==> config.mk <==
export PLATFORM = sky130hd
export DESIGN_NAME = tpsram_stream_reader_flat
export DESIGN_NICKNAME = d
export VERILOG_FILES = /design/src/rtl/tpsram_stream_reader_if.sv /design/src/rtl/tpsram_stream_reader.sv /design/src/flat_wrapper.sv
export SDC_FILE = /design/constraint.sdc
export NUM_CORES = 1
export LEC_CHECK = 0
export CORE_MARGIN = 10
export CORE_UTILIZATION = 59
export CTS_BUF_LIST = sky130_fd_sc_hd__clkbuf_8
export DETAILED_ROUTE_END_ITERATION = 8
export PLACE_DENSITY = 0.88
export SYNTH_ARGS = -nofsm -noshare
export SYNTH_HDL_FRONTEND = slang
export SYNTH_SLANG_ARGS = --single-unit
==> constraint.sdc <==
create_clock -name clk -period 6.1 [get_ports clk]
set_clock_uncertainty 0.15 [all_clocks]
set_input_delay 1.22 -clock clk [delete_from_list [all_inputs] [get_ports clk]]
set_output_delay 1.22 -clock clk [all_outputs]
set_load 0.005 [all_outputs]
==> src/rtl/tpsram_stream_reader_if.sv <==
// SRAM read port and byte stream of the TPSRAM stream reader, bundled as one interface.
// The master modport is the reader side; the slave modport is the SRAM/stream sink side.
interface tpsram_stream_reader_if #(
    parameter int ADDR_W = 6,
    parameter int DATA_W = 8
);
    logic [ADDR_W-1:0] raddr;
    logic              ren;
    logic [DATA_W-1:0] rd;
    logic [DATA_W-1:0] tdata;
    logic              tvalid;
    logic              tready;
    logic              tlast;

    modport master (
        output raddr, ren, tdata, tvalid, tlast,
        input  rd, tready
    );

    modport slave (
        input  raddr, ren, tdata, tvalid, tlast,
        output rd, tready
    );
endinterface

==> src/rtl/tpsram_stream_reader.sv <==
// Streams LEN bytes of the 64x8 two-port SRAM, starting at BASE_ADDR, over a valid/ready link.
// Optional trailing checksum beat is built in when TPSRAM_STREAM_READER_CHECKSUM_EN is defined.
module tpsram_stream_reader #(
    parameter int ADDR_W = 6,
    parameter int DATA_W = 8,
    parameter int LEN_W  = 7
) (
    input  logic              clk,
    input  logic              resetn,
    input  logic              start,
    input  logic [ADDR_W-1:0] base_addr,
    input  logic [LEN_W-1:0]  len,
    output logic              busy,
    output logic              done,
    tpsram_stream_reader_if.master bus
);
    typedef enum logic [1:0] {IDLE, READ, DRAIN, FIN} state_t;

    localparam logic [LEN_W-1:0] DEPTH = LEN_W'(2**ADDR_W);

    state_t            state, state_nxt;
    logic [ADDR_W-1:0] addr_q;
    logic [ADDR_W-1:0] raddr_q;
    logic [LEN_W-1:0]  rd_left;
    logic [LEN_W-1:0]  beats_left;
    logic [LEN_W-1:0]  len_sat;
    logic              ren_q;
    logic              rd_valid;
    logic [DATA_W-1:0] skid [2];
    logic [1:0]        skid_cnt;
    logic [2:0]        buffered_nxt;
    logic              start_ok, issue;
    logic              data_valid, data_pop, last_data, final_beat;
    logic              pop_skid, push, wr_sel;
    logic [DATA_W-1:0] data_head;

    assign len_sat  = (len > DEPTH) ? DEPTH : len;
    assign start_ok = (state == IDLE) && start;

    // The read landing on RD is presented directly when the skid is empty,
    // so a beat can leave the cycle its data arrives.
    assign data_valid = rd_valid || (skid_cnt != 2'd0);
    assign data_head  = (skid_cnt != 2'd0) ? skid[0] : bus.rd;
    assign last_data  = data_valid && (beats_left == LEN_W'(1));
    assign data_pop   = data_valid && bus.tready;

    // Occupancy after this edge counts the beat leaving now; the read on REN
    // becomes the in-flight one.
    assign buffered_nxt = 3'(skid_cnt) + 3'(rd_valid) - 3'(data_pop);
    assign issue        = (state == READ) && ((buffered_nxt + 3'(ren_q)) < 3'd2);

    assign pop_skid = data_pop && (skid_cnt != 2'd0);
    assign push     = rd_valid && !((skid_cnt == 2'd0) && data_pop);
    assign wr_sel   = (skid_cnt == 2'd2) || ((skid_cnt == 2'd1) && !pop_skid);

`ifdef TPSRAM_STREAM_READER_CHECKSUM_EN
    logic              csum_pend;
    logic [DATA_W-1:0] sum;

    assign bus.tvalid = data_valid || csum_pend;
    assign bus.tdata  = csum_pend ? (DATA_W'(0) - sum) : (data_valid ? data_head : '0);
    assign bus.tlast  = csum_pend;
    assign final_beat = csum_pend && bus.tready;

    always_ff @(posedge clk or negedge resetn) begin
        if (!resetn) begin
            csum_pend <= 1'b0;
            sum       <= '0;
        end else if (start_ok) begin
            csum_pend <= (len == '0);
            sum       <= '0;
        end else if (data_pop) begin
            sum <= sum + data_head;
            if (last_data) csum_pend <= 1'b1;
        end else if (final_beat) begin
            csum_pend <= 1'b0;
        end
    end
`else
    assign bus.tvalid = data_valid;
    assign bus.tdata  = data_valid ? data_head : '0;
    assign bus.tlast  = last_data;
    assign final_beat = data_pop && last_data;
`endif

    assign bus.ren   = ren_q;
    assign bus.raddr = raddr_q;
    assign busy      = (state == READ) || (state == DRAIN);
    assign done      = (state == FIN);

    // NOTE: sequential state uses non-blocking assignments so every register
    // samples pre-edge values regardless of statement order.
    always_ff @(posedge clk or negedge resetn) begin
        if (!resetn) state <= IDLE;
        else         state <= state_nxt;
    end

    // NOTE: next state is defaulted before the case so no path infers a latch.
    always_comb begin
        state_nxt = state;
        unique case (state)
            IDLE: if (start) begin
`ifdef TPSRAM_STREAM_READER_CHECKSUM_EN
                state_nxt = (len == '0) ? DRAIN : READ;
`else
                state_nxt = (len == '0) ? FIN : READ;
`endif
            end
            READ:  if (issue && (rd_left == LEN_W'(1))) state_nxt = DRAIN;
            DRAIN: if (final_beat) state_nxt = FIN;
            FIN:   state_nxt = IDLE;
            default: state_nxt = IDLE;
        endcase
    end

    always_ff @(posedge clk or negedge resetn) begin
        if (!resetn) begin
            addr_q     <= '0;
            raddr_q    <= '0;
            rd_left    <= '0;
            beats_left <= '0;
            ren_q      <= 1'b0;
            rd_valid   <= 1'b0;
            skid_cnt   <= 2'd0;
        end else begin
            ren_q    <= issue;
            rd_valid <= ren_q;
            skid_cnt <= skid_cnt + 2'(push) - 2'(pop_skid);
            if (start_ok) begin
                addr_q     <= base_addr;
                rd_left    <= len_sat;
                beats_left <= len_sat;
            end else begin
                if (issue) begin
                    raddr_q <= addr_q;
                    addr_q  <= addr_q + ADDR_W'(1);
                    rd_left <= rd_left - LEN_W'(1);
                end
                if (data_pop) beats_left <= beats_left - LEN_W'(1);
            end
        end
    end

    // NOTE: skid entries carry no reset; skid_cnt alone says which are valid.
    always_ff @(posedge clk) begin
        if (pop_skid) skid[0] <= skid[1];
        if (push)     skid[wr_sel] <= bus.rd;
    end
endmodule

==> src/flat_wrapper.sv <==
// flat-port wrapper written by rule: the top's interface ports become plain ports
module tpsram_stream_reader_flat 
#(
    parameter int ADDR_W = 6,
    parameter int DATA_W = 8,
    parameter int LEN_W  = 7
)
  (clk, resetn, start, base_addr, len, busy, done, bus_raddr, bus_ren, bus_tdata, bus_tvalid, bus_tlast, bus_rd, bus_tready);
  tpsram_stream_reader_if #(.ADDR_W(ADDR_W), .DATA_W(DATA_W)) bus_i ();
  input  logic clk;
  input  logic resetn;
  input  logic start;
  input  logic [ADDR_W-1:0] base_addr;
  input  logic [LEN_W-1:0] len;
  output logic busy;
  output logic done;
  output wire logic [$bits(bus_i.raddr)-1:0] bus_raddr;
  output wire logic [$bits(bus_i.ren)-1:0] bus_ren;
  output wire logic [$bits(bus_i.tdata)-1:0] bus_tdata;
  output wire logic [$bits(bus_i.tvalid)-1:0] bus_tvalid;
  output wire logic [$bits(bus_i.tlast)-1:0] bus_tlast;
  input wire logic [$bits(bus_i.rd)-1:0] bus_rd;
  input wire logic [$bits(bus_i.tready)-1:0] bus_tready;
  assign bus_raddr = bus_i.raddr;
  assign bus_ren = bus_i.ren;
  assign bus_tdata = bus_i.tdata;
  assign bus_tvalid = bus_i.tvalid;
  assign bus_tlast = bus_i.tlast;
  assign bus_i.rd = bus_rd;
  assign bus_i.tready = bus_tready;
  tpsram_stream_reader #(.ADDR_W(ADDR_W), .DATA_W(DATA_W), .LEN_W(LEN_W)) u_core (.clk(clk), .resetn(resetn), .start(start), .base_addr(base_addr), .len(len), .busy(busy), .done(done), .bus(bus_i));
endmodule
==> impl_metrics.ini <==
[critical_path]
r2r_slack_ns = 2.42
end_kind = flip-flop
r2r_cells = 12
cp_data_arrival_time_ns = 4.27
rr_endpoint = u_core.state[0]$_DFFE_PN0P_
cp-startpoint = bus_tready
critPathLaunchType = input pin
crit_fanout = 17
worst-setup-path-type = in -> reg
timing.rr.start = u_core.rd_valid$_DFF_PN0_
critical_path_required_ns = 6.14

[logic_synthesis]
yosysSeqAreaShare_pct = 51.3
synth_cells = 228
syn_nets = 268
synth_cell_type_count = 38
synth_area_um2 = 2500
synth_top_area_share_pct = 32.0
netlist_top_cells_area = dfrtp_1 (32%), edfxtp_1 (19%), ha_1 (7.0%)
synth_warnings = 0
ys_ff_latch = 48
synth.avg_cell_area_um2 = 11.0
synth_top_cell_by_area = dfrtp_1

[placed_design]
dp_hpwl_mm = 3.78
gp_congestion = 0.798
place_area_um2 = 2980
numPortBuffers = 43
dp_cells = 317

[hold_path]
holdPathEnd = u_core.rd_valid$_DFF_PN0_
hp-class = reg -> reg
worstHoldStart = u_core.bus.ren$_DFF_PN0_
hold_depth = 0

[power]
power_frac_clock_pct = 13.6
power.total_mw = 1.45
p_leak_nw = 1.24
power_density_nw_per_um2 = 472
p_switching_uw = 530
switching_share_pct = 36.5
power_frac_comb_pct = 46.5
p_int_uw = 920
ir_drop_v = 0.000264
seqPwrFrac_pct = 39.9

[routing]
routed.top_layer = met4
vias = 1793
wl_met3_um = 256
dr_wl_met2_mm = 2.44
dr.pass1.iters = 4
wl_per_cell_um = 15.3
routed_wirelength_mm = 4.99
ant_nets = 0
drt-met1-wl_mm = 2.24
viasPerCell = 5.52
drt_iter0_drc = 94
drc = 0

[finish]
area_growth_pct = 23.0
final_cells = 325
drive_gt1_share_pct = 10.9
antenna_cells = 0
design_area_um2 = 3070
fillCellCount = 287
nets = 314

[timing]
timing.final.crit_share_pct = 69.4
setup_viol = 0
max_freq_mhz = 236
setup-tns-final_ns = 0
slew_violations = 0
period_minus_slack_ns = 4.23
worst_pin_slew_ns = 0.645
fin_hold_ws_ns = 0.300
hold_viol = 0
slew_headroom_pct = 56.8
grt_setup_unrepaired = false

[global_route]
grt_remaining_overflow = 0
grt_max_degree = 34
grt.total_usage_pct = 14.4
grt_pass1_vias = 1842
grt_antenna_before_repair = 0
grt_pass1_wl_mm = 8.58

[clocking]
cts.hold.buffers_added = 0
clock_path_buffers = 2
cts_setup_buffers = 0
cts-root-buf = clkbuf_8
clock_sinks = 48
clock_latency_ns = 0.30
cts_buffers = 5
clk_pin_slew_ns = 0.09
ctsResizeCount = 0
cts_tree = done
ctsHtreeMaxLevel = 2

[floorplanning]
die_y_um = 85.1
die_w_um = 85.1
coreArea_um2 = 4060
num_rows = 23
io_pins = 44
dieArea_um2 = 7240
initial_core_util_pct = 61.6

[status]
status = complete, no violations

[flow_run]
cap_violations = 0
-- cells in the mapped netlist, drive strengths merged --
cell type	n
mux2i	3
ha	14
nand4b	2
nor3	3
and3b	1
dfrtp	32
xor2	9
and4bb	2
xnor2	12
a31oi	2
nor2	16
nor4	2
mux2	14
and3	1
edfxtp	16
nor2b	2
clkbuf	5
o32a	1
a21oi	25
fa	1
o21ai	9
nor3b	2
nand2b	1
or3	1
a21o	1
o31ai	1
or4	1
inv	14
and2	1
buf	2
nand4	2
a41oi	1
a22o	2
nand2	27
-- stage by stage --
stage / worst slack [ns] / utilization (%)
3_3_place_gp: 1.67 / 73.4
2_1_floorplan: 2.22 / -
4_1_cts: 1.86 / 75.8
5_1_grt: 1.65 / 75.8
6_report: 1.87 / 75.8
3_5_place_dp: 1.54 / 73.4
-- cell families after synthesis --
family | after synthesis | synth area share, %
flip-flops | 48 | 51.3
multiplexers | 17 | 7.51
XOR/XNOR | 21 | 7.36
adder cells (fa/ha/maj) | 15 | 7.81
buffers and inverters | 21 | 3.61
AO/OA/AOI/OAI | 42 | 9.56
AND/OR/NAND/NOR | 64 | 12.9
-- power groups by stage --
| stage | sequential (mW) | combinational (mW) | clock (mW) |
|---|---|---|---|
| 6_report | 0.578 | 0.675 | 0.197 |
| 3_5_place_dp | 0.580 | 0.678 | 0 |
| 3_3_place_gp | 0.577 | 0.651 | 0 |
| 4_1_cts | 0.576 | 0.686 | 0.202 |
| 5_1_grt | 0.593 | 0.758 | 0.217 |
| 2_1_floorplan | 0.549 | 0.465 | 0 |
-- state kept, by name (all words and copies together), names as in the netlist --
signal             cells
u_core.addr_q          6
u_core.beats_left      7
u_core.bus.raddr       6
u_core.bus.ren         1
u_core.rd_left         7
u_core.rd_valid        1
u_core.skid           16
u_core.skid_cnt        2
u_core.state           2
-- critical path, stage by stage --
cell and delay, ns:
clkdlybuf4s50_1 0.47, o31ai_1 0.16, inv_1 0.16, ha_1 0.31, inv_1 0.04, ha_1 0.26, a21o_1 0.19, fa_1 0.37
xnor2_1 0.14, nor3b_2 0.16, buf_4 0.23, a41oi_1 0.18, o32a_2 0.36
-- how the worst max path moves through the flow --
stage | slack (ns) | cells after the start | end
after floorplan | 2.22 | 11 | u_core.state[0]$_DFFE_PN0P_
after global placement | 1.67 | 13 | u_core.bus.raddr[4]$_DFFE_PN0P_
after detailed placement | 1.54 | 13 | u_core.state[0]$_DFFE_PN0P_
after CTS | 1.86 | 13 | u_core.bus.raddr[0]$_DFFE_PN0P_
after global routing | 1.65 | 13 | u_core.bus.raddr[0]$_DFFE_PN0P_
final | 1.87 | 13 | u_core.state[0]$_DFFE_PN0P_
-- cells in the final DEF, fill, tap and decap left out, drive strengths merged, types with 3 or more instances in the layout --
cell type / synthesis / routed
buf: 2 / 3
clkbuf: 5 / 6
clkdlybuf4s50: 0 / 43
nor3: 3 / 3
nand2: 27 / 27
ha: 14 / 14
xnor2: 12 / 12
inv: 14 / 14
dfrtp: 32 / 32
a21oi: 25 / 25
edfxtp: 16 / 16
o21ai: 9 / 9
nor2: 16 / 16
mux2: 14 / 14
mux2i: 3 / 3
xor2: 9 / 9
-- layer usage --
| metal | up-vias | GRT usage, % |
|---|---|---|
| met5 | - | 0 |
| li1 | 880 | - |
| met4 | 0 | 4.64 |
| met2 | 39 | 23.8 |
| met3 | 5 | 5.16 |
| met1 | 869 | 16.9 |
-- area by class of cell --
type | instances | area, um2 | share of cell area (%)
clock buffer | 6 | 82.6 | 2.69
sequential | 48 | 1280 | 41.7
multi-input combinational | 159 | 1130 | 36.7
clock inverter | 2 | 15.0 | 0.488
tap | 50 | 62.6 | 2.04
inverter | 14 | 52.6 | 1.71
timing repair buffer | 46 | 453 | 14.7
Note: power is estimated with default switching activity, not from simulation.
